**src/rtl/sram_nibble_loader.sv**
```systemverilog
`default_nettype none
// +------------------------------------------------------------------------+
// | sram_nibble_loader: assembles bytes from a serial shift register and    |
// | writes them to consecutive SRAM addresses with ready handshaking.       |
// | Revision: 1.0                                                           |
// +------------------------------------------------------------------------+
module sram_nibble_loader #(
  parameter int DEPTH  = 16,
  parameter int ADDR_W = 4
) (
  input  logic              clk,
  input  logic              reset,
  input  logic              start,
  input  logic              bit_valid,
  input  logic              q0,
  input  logic              q1,
  input  logic              q2,
  input  logic              q3,
  input  logic              mem_ready,
  output logic              mem_we,
  output logic [ADDR_W-1:0] mem_addr,
  output logic [7:0]        mem_data,
  output logic              busy,
  output logic              done,
  output logic              overrun
);

  typedef enum logic [1:0] {
    S_IDLE    = 2'd0,
    S_COLLECT = 2'd1,
    S_DONE    = 2'd2
  } state_t;

  localparam logic [ADDR_W-1:0] c_last_addr = ADDR_W'(DEPTH - 1);

  state_t            r_state;
  logic [1:0]        r_bit_cnt;
  logic              r_strobe;
  logic              r_phase;
  logic              r_pending;
  logic              r_overrun;
  logic              r_busy;
  logic              r_done;
  logic [3:0]        r_hi_nib;
  logic [ADDR_W-1:0] r_addr;
  logic [7:0]        r_data;

  logic [3:0]        w_nibble;
  logic              w_accept;
  logic              w_last;
  logic              w_byte_done;

  // q3 holds the first-received bit, so it lands in the nibble MSB
  assign w_nibble    = {q3, q2, q1, q0};
  assign w_accept    = r_pending & mem_ready;
  assign w_last      = (r_addr == c_last_addr);
  assign w_byte_done = r_strobe & r_phase;

  always_ff @(posedge clk) begin
    if (reset) begin
      r_state   <= S_IDLE;
      r_bit_cnt <= 2'd0;
      r_strobe  <= 1'b0;
      r_phase   <= 1'b0;
      r_pending <= 1'b0;
      r_overrun <= 1'b0;
      r_busy    <= 1'b0;
      r_done    <= 1'b0;
      r_hi_nib  <= 4'd0;
      r_addr    <= '0;
      r_data    <= 8'd0;
    end else begin
      case (r_state)
        S_IDLE, S_DONE: begin
          if (start) begin
            r_state   <= S_COLLECT;
            r_busy    <= 1'b1;
            r_done    <= 1'b0;
            r_bit_cnt <= 2'd0;
            r_strobe  <= 1'b0;
            r_phase   <= 1'b0;
            r_pending <= 1'b0;
            r_overrun <= 1'b0;
            r_addr    <= '0;
          end
        end
        S_COLLECT: begin
          if (bit_valid) begin
            r_bit_cnt <= r_bit_cnt + 2'd1;
          end
          r_strobe <= bit_valid && (r_bit_cnt == 2'd3);
          if (r_strobe) begin
            r_phase <= ~r_phase;
            if (!r_phase) begin
              r_hi_nib <= w_nibble;
            end
          end
          // A byte completing alongside the final acceptance has nowhere to go
          if (w_accept && w_last) begin
            r_state   <= S_DONE;
            r_busy    <= 1'b0;
            r_done    <= 1'b1;
            r_pending <= 1'b0;
          end else if (w_byte_done && (!r_pending || w_accept)) begin
            r_data    <= {r_hi_nib, w_nibble};
            r_pending <= 1'b1;
          end else if (w_byte_done) begin
            r_overrun <= 1'b1;
          end else if (w_accept) begin
            r_pending <= 1'b0;
          end
          if (w_accept && !w_last) begin
            r_addr <= r_addr + 1'b1;
          end
        end
        default: begin
          r_state <= S_IDLE;
          r_busy  <= 1'b0;
          r_done  <= 1'b0;
        end
      endcase
    end
  end

  assign mem_we   = r_pending;
  assign mem_addr = r_addr;
  assign mem_data = r_data;
  assign busy     = r_busy;
  assign done     = r_done;
  assign overrun  = r_overrun;

endmodule
`default_nettype wire

```
**config.mk**
```make
export PLATFORM = sky130hd
export DESIGN_NAME = sram_nibble_loader
export DESIGN_NICKNAME = d
export VERILOG_FILES = /design/src/rtl/sram_nibble_loader.sv
export SDC_FILE = /design/constraint.sdc
export NUM_CORES = 1
export LEC_CHECK = 0
export CORE_ASPECT_RATIO = 0.7
export CORE_MARGIN = 3
export CORE_UTILIZATION = 44
export CTS_CLUSTER_SIZE = 8
export DETAILED_ROUTE_END_ITERATION = 6
export PLACE_DENSITY = 0.74
export SETUP_SLACK_MARGIN = 0.4
export SYNTH_ARGS = -nofsm -noshare
export SYNTH_HDL_FRONTEND = slang
export SYNTH_SLANG_ARGS = --single-unit
```
**constraint.sdc**
```tcl
create_clock -name clk -period 1.4 [get_ports clk]
set_input_delay 0.14 -clock clk [delete_from_list [all_inputs] [get_ports clk]]
set_output_delay 0.14 -clock clk [all_outputs]
set_load 0.1 [all_outputs]
```
==> flow_metrics.py <==
metrics = {
    "timing": {
        "min_period_over_period_pct": 110.7,
        "finalMaxSlewViolations": 0,
        "setup_viol": 12,
        "clock-skew-final_ns": 0.007896,
        "grt_setup_unrepaired": "yes",
        "tightest_slew_ns": 0.3229,
        "fmax_mhz": 645.4,
        "holdWs_ns": 0.4543,
        "final_hold_viol_count": 0,
        "timing.slew.headroom_pct": 78.47,
        "finalSetupTns_ns": -1.061,
        "fin_ws_ns": -0.1495,
        "layout_min_cycle_time_ns": 1.550,
    },
    "finish": {
        "finalInstanceArea_mm2": 0.002036,
        "fill_cells": 100,
        "nNetsFinal": 181,
        "multi_input_area_um2": 749.5,
        "area_growth_pct": 78.20,
        "antenna_cells": 0,
        "fin_util_pct": 88.71,
        "drive_above_1_share_pct": 55.03,
        "seq_area_um2": 533.0,
    },
    "drt": {
        "drt_wl_total_um": 3624,
        "drc": 0,
        "viasPerCell": 5.512,
        "antenna_left": 0,
        "drt_first_pass_iters": 4,
        "drtIter0Drc": 40,
        "vias": 1108,
        "wl_per_cell_um": 18.03,
    },
    "floorplan": {
        "dieHeight_um": 48.63,
        "die-area_mm2": 0.003253,
        "die_w_um": 66.90,
        "num_rows": 14,
        "core-area_mm2": 0.002295,
        "io_pins": 25,
        "initial_core_util_pct": 49.78,
    },
    "critical_path": {
        "required_ns": 1.60,
        "startpoint": "mem_addr[1]",
        "crit_path_start_kind": "register",
        "critPathMaxFanout": 9,
        "r2r_end": "mem_data[3]",
        "worst_r2r_path_depth": 5,
        "crit_end": "mem_data[3]",
        "arrival_ns": 1.75,
        "reg2reg_from": "mem_addr[1]",
        "crit_type": "reg -> reg",
        "end_kind": "register",
        "rrSetupSlack_ns": -0.15,
    },
    "synthesis": {
        "synth_fp_nets": 130,
        "yosys_warnings": 0,
        "synth_cell_types": 31,
        "ys_top_cells_by_count": "dfxtp_1 (25), nand2b_1 (19), mux2i_1 (13)",
        "yosys-top-cells-area": "dfxtp_1 (44%), mux2i_1 (11%), nand2b_1 (10%)",
        "yosysSeqAreaShare_pct": 43.81,
        "syn_area_mm2": 0.001142,
        "yosysMostFrequentCell": "dfxtp_1",
        "synth.avg_cell_area_um2": 9.600,
        "synth-edff-count": 0,
        "synthCells": 119,
        "synthFlopType": "dfxtp_1",
        "synth_top_area_share_pct": 43.81,
        "synthArstFlopShare_pct": 0,
        "synth-seq-cells": 25,
        "yosysTopAreaCell": "dfxtp_1",
    },
    "hold_path": {
        "hp-class": "in -> reg",
    },
    "pwr": {
        "combPwrFrac_pct": 12.4,
        "p_sw_share_pct": 25.17,
        "power_switching_mw": 0.3314,
        "ir_worst_vdd_mv": 0.8258,
        "p_per_area_mw_per_mm2": 646.6,
        "p_total_mw": 1.316,
        "power_leakage_nw": 0.7291,
        "internal_power_mw": 0.9849,
        "seqPwrFrac_pct": 54.3,
        "clock_power_share_pct": 33.3,
    },
    "cts": {
        "cts_tree": "built",
        "cts_hold_buf": 0,
        "clockBufferDepth": 2,
        "clkSlewWorstSetupHoldPaths_ns": 0.09,
        "htree_levels": 1,
        "insertion_delay_ns": 0.28,
        "cts.sinks": 25,
        "cts-root-buf": "clkbuf_8",
        "cts-buffers-inserted": 3,
    },
    "placed_design": {
        "dp_hpwl_um": 2147,
        "gp_congestion": 0.8333,
        "numPortBuffers": 24,
        "dpl_cell_area_mm2": 0.001759,
    },
    "grt": {
        "grt_max_degree": 15,
        "grt_pass1_vias": 1061,
        "grt_usage_pct": 21.58,
        "grt_overflow": 0,
        "grt_first_pass_wirelength_um": 5354,
        "antenna_found_initial": 0,
    },
    "status": {
        "violations": "setup timing",
        "status": "complete, but fails checks",
    },
    "job": {
        "drv_cap": 0,
    },
}
how the worst min path moves through the flow:
stage / start / to / slack [ns] / depth (start not counted)
2_1_floorplan: q0 / r_hi_nib[0] / 0.29 / 2
3_3_place_gp: r_bit_cnt[1] / r_bit_cnt[1] / 0.46 / 2
3_5_place_dp: r_hi_nib[3] / mem_data[7] / 0.47 / 2
4_1_cts: q2 / mem_data[2] / 0.46 / 3
5_1_grt: q2 / mem_data[2] / 0.48 / 3
6_report: q1 / mem_data[1] / 0.45 / 3
final cells by class:
cell class,instances,share of cell area (%)
sequential,25,26.18
inverter,3,0.5532
clock inverter,1,0.2459
tap,32,1.967
timing repair buffer,52,32.21
multi-input combinational,85,36.82
clock buffer,3,2.028
logic make-up after synthesis:
logic type	count (synthesis)	share of synthesized area, %
mux	13	11.39
buf+inv	9	4.052
compound gates	19	11.06
flops	25	43.81
fa+ha+maj	2	2.190
simple gates	51	27.49
what timing repair did:
action | in CTS | in global routing
resized for setup | 21 | 17
endpoints found under the setup margin | 33 | 38
hold endpoints to repair | 0 | 0
pin swaps | 16 | 10
setup buffers | 8 | 5
placed cells by master (no fill, tap or decap), drive strengths merged:
cell type and n:
o21ai 2, o21ba 1, ha 2, dfxtp 25, nor4bb 1, nor2b 3, a21oi 9, nand3b 4
nand3 7, or3 2, o31ai 1, dlygate4sd2 1, mux2i 13, nand2 1, a22oi 1, and3 1
a41oi 1, or2 1, clkinv 1, and4b 2, nand2b 19, buf 44, nor3 1, nand4b 1
o21bai 1, a211oi 2, clkdlybuf4s50 7, inv 3, nor2 8, clkbuf 3, a2111oi 1
critical path: stages, from the launching register on:
cell and delay [ns]:
dfxtp_4 0.37, ha_4 0.15, and3_4 0.20, a2111oi_4 0.35, buf_12 0.19, mux2i_1 0.22
power groups by stage:
stage          Clock [mW]  Sequential, mW  Combinational, mW
6_report            0.439           0.714              0.163
5_1_grt             0.473           0.715              0.170
4_1_cts             0.445           0.714              0.150
3_5_place_dp            0           0.731              0.133
3_3_place_gp            0           0.730              0.129
2_1_floorplan           0           0.743             0.0581
flip-flops by register name (all words and copies together) (netlist names):
signal     flops
mem_addr       4
r_hi_nib       4
done           1
r_strobe       1
mem_we         1
mem_data       8
busy           1
r_state        1
r_phase        1
overrun        1
r_bit_cnt      2
routing by layer:
metal / wire length [µm] / global-route usage (%) / up-vias
met1: 1516 / 28.19 / 548
met2: 1924 / 36.35 / 32
met5: 0 / 0 / -
li1: - / - / 522
met3: 152 / 4.861 / 6
met4: 31 / 4.040 / 0
through the flow:
stage,std cells,worst slack (ns)
floorplan,119,-0.1446
global placement,184,-0.1385
detailed placement,184,-0.1787
CTS,196,-0.08983
global route,201,-0.1983
finish,201,-0.1495
Note: power is estimated with default switching activity, not from simulation.
==> RTL change 1, RTL diff (config.mk and constraints unchanged) <==
Re-encode `state_t` (3 states) as one-hot, 3 bits wide.
--- a/src/rtl/sram_nibble_loader.sv
+++ b/src/rtl/sram_nibble_loader.sv
@@ -25,10 +25,10 @@
   output logic              overrun
 );
 
-  typedef enum logic [1:0] {
-    S_IDLE    = 2'd0,
-    S_COLLECT = 2'd1,
-    S_DONE    = 2'd2
+  typedef enum logic [2:0] {
+    S_IDLE    = 3'b001,
+    S_COLLECT = 3'b010,
+    S_DONE    = 3'b100
   } state_t;
 
   localparam logic [ADDR_W-1:0] c_last_addr = ADDR_W'(DEPTH - 1);
Check against the original RTL: no difference found for any inputs over 10 cycles, from zero or initial values and one cycle with reset high; not proved beyond that.
==> RTL change 1 against the unedited design <==
- the run still ends with negative setup slack left
- area after synthesis rose by 11%
- largest cell class unchanged
- sequential cell count rose by 2
- worst setup slack lost 0.051 ns
- sequential power is 8.7% higher
- cell area increased by 21%
- power grew 15%
- global-route usage is 6.4 points higher
- highest routed layer unchanged
- routed wire length is 76% higher
==> RTL change 1: results (changes against the unedited design) <==
* Outcome: finished, violations left (unchanged)
* Failing checks: negative setup slack (unchanged)
* CTS root buffer: clkbuf_8 (unchanged)
* Synth unique cells at 39 (was 31)
* Post-synthesis cell count at 146 (was 119)
* Synthesized Nets at 157 (was 130)
* Largest net degree at the start of global routing at 15 (unchanged)
* Post-DP HPWL at 2640 um (was 2150 um)
* Via/cell ratio at 6.89 (was 5.51)
* Hold Path Class: register to register (was primary input to register)
* Fill cell count at 66 (was 100)
* First-pass GRT wire length at 7790 um (was 5350 um)
* Pre-CTS WS at -0.166 ns (was -0.179 ns)
* Finished Layout Cells at 243 (was 201)
* Layout cells sized above 1 at 59.3% (was 55.0%)
* Final #Nets at 221 (was 181)
* N_diodes at 0 (unchanged)
* Setup Skew at 0.00410 ns (was 0.00790 ns)
* Setup_tns at -1.92 ns (was -1.06 ns)
* Routability congestion estimate at 0.826 (was 0.833)
* 1st-pass router iterations at 6 (was 4)
* Top cells by count, synth: dfxtp_1, nand2_1, a21oi_1 (was dfxtp_1, nand2b_1, mux2i_1)
* Max VDD drop at 0.585 mV (was 0.826 mV)
* Post-DP Area at 1970 um2 (was 1760 um2)
* Max FFs per register at 8 (unchanged)
* Overall Global Routing Usage at 28.0% (was 21.6%)
* Post-route setup slack at -0.201 ns (was -0.150 ns)
* Number of warnings issued by yosys at 0 (unchanged)
* Clk pin slew, worst setup/hold paths at 0.09 ns (about the same)
* CTS Buf Count at 3 (unchanged)
* Vias in the first global route at 1488 (was 1061)
* Sequential fraction of the synthesis area at 42.6% (was 43.8%)
* Clk_lat worst skew at 0.28 ns (about the same)
* Setup-failing EPs final at 15 (was 12)
* Net Switching at 415 uW (was 331 uW)
* Crit path DAT at 1.79 ns (was 1.75 ns)
* Main area contributors after synthesis: dfxtp_1, mux2i_1, nand2_1 (was dfxtp_1, mux2i_1, nand2b_1)
* DRT Wirelength at 6390 um (was 3620 um)
* Relative slew margins at 55.7% (was 78.5%)
* Worst-path fanout max at 8 (was 9)
* Leakage power at 0.000885 uW (was 0.000729 uW)
* DRT iter0 DRCs at 234 (was 40)
==> RTL change 1: area by class of cell <==
cell class	instances	share of cell area, %
multi-input combinational	106	38.5
sequential	27	23.6
inverter	4	0.610
clock buffer	4	1.83
timing repair buffer	68	33.7
tap	34	1.73
==> RTL change 1: cells by family after synthesis <==
family,synth area share (%)
simple gates,25.1
mux,7.10
buf+inv,4.24
compound gates,17.6
xor+xnor,1.38
flops,42.6
fa+ha+maj,1.97
==> RTL change 1: what timing repair did <==
item | 4_1_cts | 5_1_grt
gates cloned | 0 | 0
setup buffers | 10 | 9
gates resized for setup | 28 | 43
endpoints found under the setup margin | 29 | 32
pin swaps | 23 | 20
==> RTL change 1: power by group through the flow <==
stage	logic, uW	clock network [uW]	registers, uW
6_report	288	455	776
5_1_grt	296	477	776
4_1_cts	221	441	774
3_5_place_dp	194	0	792
3_3_place_gp	190	0	792
2_1_floorplan	82.1	0	809
==> RTL change 1: critical path, cell delays in order, from the launching register on <==
cell and delay, ns:
dfxtp_4 0.37, ha_4 0.17, and4_4 0.16, nor4_4 0.32, buf_6 0.21, mux2i_1 0.27
==> RTL change 1: metal layers <==
metal | vias up | GRT usage, % | routed length [um]
li1 | 662 | - | -
met1 | 792 | 37.6 | 2530
met2 | 159 | 45.9 | 2750
met3 | 61 | 6.88 | 677
met4 | 0 | 6.37 | 428
met5 | - | 0 | 0
==> RTL change 1: path summary, 6_finish.rpt <==
kind              slack, ns         start            to  cells after the start
setup / recovery      -0.20   mem_addr[0]   mem_data[4]                      5
hold / removal         0.50  r_bit_cnt[1]  r_bit_cnt[1]                      2
setup reg to reg      -0.20   mem_addr[0]   mem_data[4]                      5
hold reg to reg        0.50  r_bit_cnt[1]  r_bit_cnt[1]                      2
==> RTL change 1: stage by stage <==
step	hold WS (ns)	utilization [%]
finish	0.498	94.3
global route	0.513	94.3
CTS	0.465	84.7
floorplan	0.248	-
global placement	0.438	75.4
detailed placement	0.452	75.4
==> RTL change 2, RTL diff (config.mk and constraints unchanged) <==
Made on the original files. Set the parameter `DEPTH` to 8 (it was 16).
--- a/src/rtl/sram_nibble_loader.sv
+++ b/src/rtl/sram_nibble_loader.sv
@@ -5,7 +5,7 @@
 // | Revision: 1.0                                                           |
 // +------------------------------------------------------------------------+
 module sram_nibble_loader #(
-  parameter int DEPTH  = 16,
+  parameter int DEPTH  = 8,
   parameter int ADDR_W = 4
 ) (
   input  logic              clk,
Function: same outputs for any inputs over 10 cycles, from zero or initial values and one cycle with reset high; that may be too few to reach the edited logic, so the function may still have changed.
==> RTL change 2 against the unedited design <==
- area after synthesis grew 4.5%
- routed wire length down 10%
- cell area down 1.4%
- sequential cell count stayed put
- the flow still finishes with violations (negative setup slack)
- first-iteration DRC count is 38% higher
- global-route usage decreased by 1.8 points
- worst setup slack better by 0.087 ns
- critical path depth is the same
- sequential share of layout area grew 0.62 points
- clock skew fell by 0.0024 ns
- power down 0.88%
- critical endpoint unchanged
==> RTL change 2: results (changes against the unedited design) <==
* Setup_tns at -0.313 ns (was -1.06 ns)
* DRT Wirelength at 3260 um (was 3620 um)
* Tightest Pin Transition at 0.278 ns (was 0.323 ns)
* Largest net degree at the start of global routing at 32 (was 15)
* Setup-failing EPs final at 9 (was 12)
* Synthesized Nets at 131 (was 130)
* Top cells by count, synth: dfxtp_1, mux2i_1, or2b_2 (was dfxtp_1, nand2b_1, mux2i_1)
* Outcome: finished, violations left (unchanged)
* Pre-CTS WS at -0.178 ns (was -0.179 ns)
* Sequential fraction of the synthesis area at 41.9% (was 43.8%)
* Leakage power at 0.000708 uW (was 0.000729 uW)
* Layout cells sized above 1 at 58.3% (was 55.0%)
* Post-DP HPWL at 1990 um (was 2150 um)
* Main area contributors after synthesis: dfxtp_1, mux2i_1, or2b_2 (was dfxtp_1, mux2i_1, nand2b_1)
* First-pass GRT wire length at 5020 um (was 5350 um)
* Final #Nets at 175 (was 181)
* Hold Path Class: register to register (was primary input to register)
* Vias in the first global route at 1030 (was 1061)
* Max VDD drop at 0.583 mV (was 0.826 mV)
* Via count at 1071 (was 1108)
* DRT iter0 DRCs at 55 (was 40)
* P_int at 992 uW (was 985 uW)
* Failing checks: negative setup slack (unchanged)
* Overall Global Routing Usage at 19.7% (was 21.6%)
* Post-route setup slack at -0.0625 ns (was -0.150 ns)
* Worst-path fanout max at 8 (was 9)
[RTL change 2: routing by layer]
metal | up-vias | global-route usage (%) | part of all wire (%)
li1 | 511 | - | -
met1 | 528 | 26.5 | 45
met2 | 26 | 31.0 | 49
met3 | 6 | 5.69 | 3.9
met4 | 0 | 4.62 | 1.6
met5 | - | 0 | 0
[RTL change 2: metrics by stage]
| stage | instance area (um2) | power [uW] | std cells |
|---|---|---|---|
| 4_1_cts | 1900 | 1270 | 193 |
| 6_report | 2010 | 1300 | 197 |
| 3_5_place_dp | 1750 | 863 | 182 |
| 5_1_grt | 2010 | 1360 | 197 |
| 2_1_floorplan | 1250 | 803 | 120 |
| 3_3_place_gp | 1750 | 861 | 182 |
[RTL change 2: final cells by class]
cell class	instances	share of cell area (%)
inverters	2	0.374
multi-input cells	86	37.7
clock buffers	4	2.24
flip-flops and latches	25	26.8
repair buffers	46	30.7
well taps	34	2.12
[RTL change 2: worst reg2reg max path: stages (launching register included)]
cell and delay [ns]:
dfxtp_4 0.36, ha_4 0.16, and3b_2 0.25, a211oi_4 0.25, buf_12 0.17, mux2i_1 0.20
[RTL change 2: worst paths after layout]
kind	to	from
setup / recovery	mem_data[3]	mem_addr[0]
hold / removal	r_hi_nib[0]	r_hi_nib[0]
hold reg to reg	r_hi_nib[0]	r_hi_nib[0]
setup reg to reg	mem_data[3]	mem_addr[0]
[RTL change 2: cells by family after synthesis]
| kind of cell | Yosys count | share of synthesized area, % |
|---|---|---|
| mux | 13 | 10.9 |
| buf+inv | 9 | 4.61 |
| flops | 25 | 41.9 |
| compound gates | 19 | 10.7 |
| simple gates | 52 | 29.8 |
| fa+ha+maj | 2 | 2.10 |
[RTL change 2: power by group through the flow]
| stage | registers, uW | clock network (uW) | logic, uW |
|---|---|---|---|
| 2_1_floorplan | 745 | 0 | 57.4 |
| 3_3_place_gp | 733 | 0 | 127 |
| 3_5_place_dp | 734 | 0 | 129 |
| 4_1_cts | 716 | 424 | 133 |
| 5_1_grt | 717 | 471 | 172 |
| 6_report | 716 | 425 | 164 |
[RTL change 2: repair_timing]
item / CTS / global route
endpoints found under the hold margin: 0 / 0
buffers inserted: 7 / 4
gates cloned: 0 / 0
endpoints found under the setup margin: 30 / 39
resized for setup: 12 / 26
pin swaps: 0 / 9
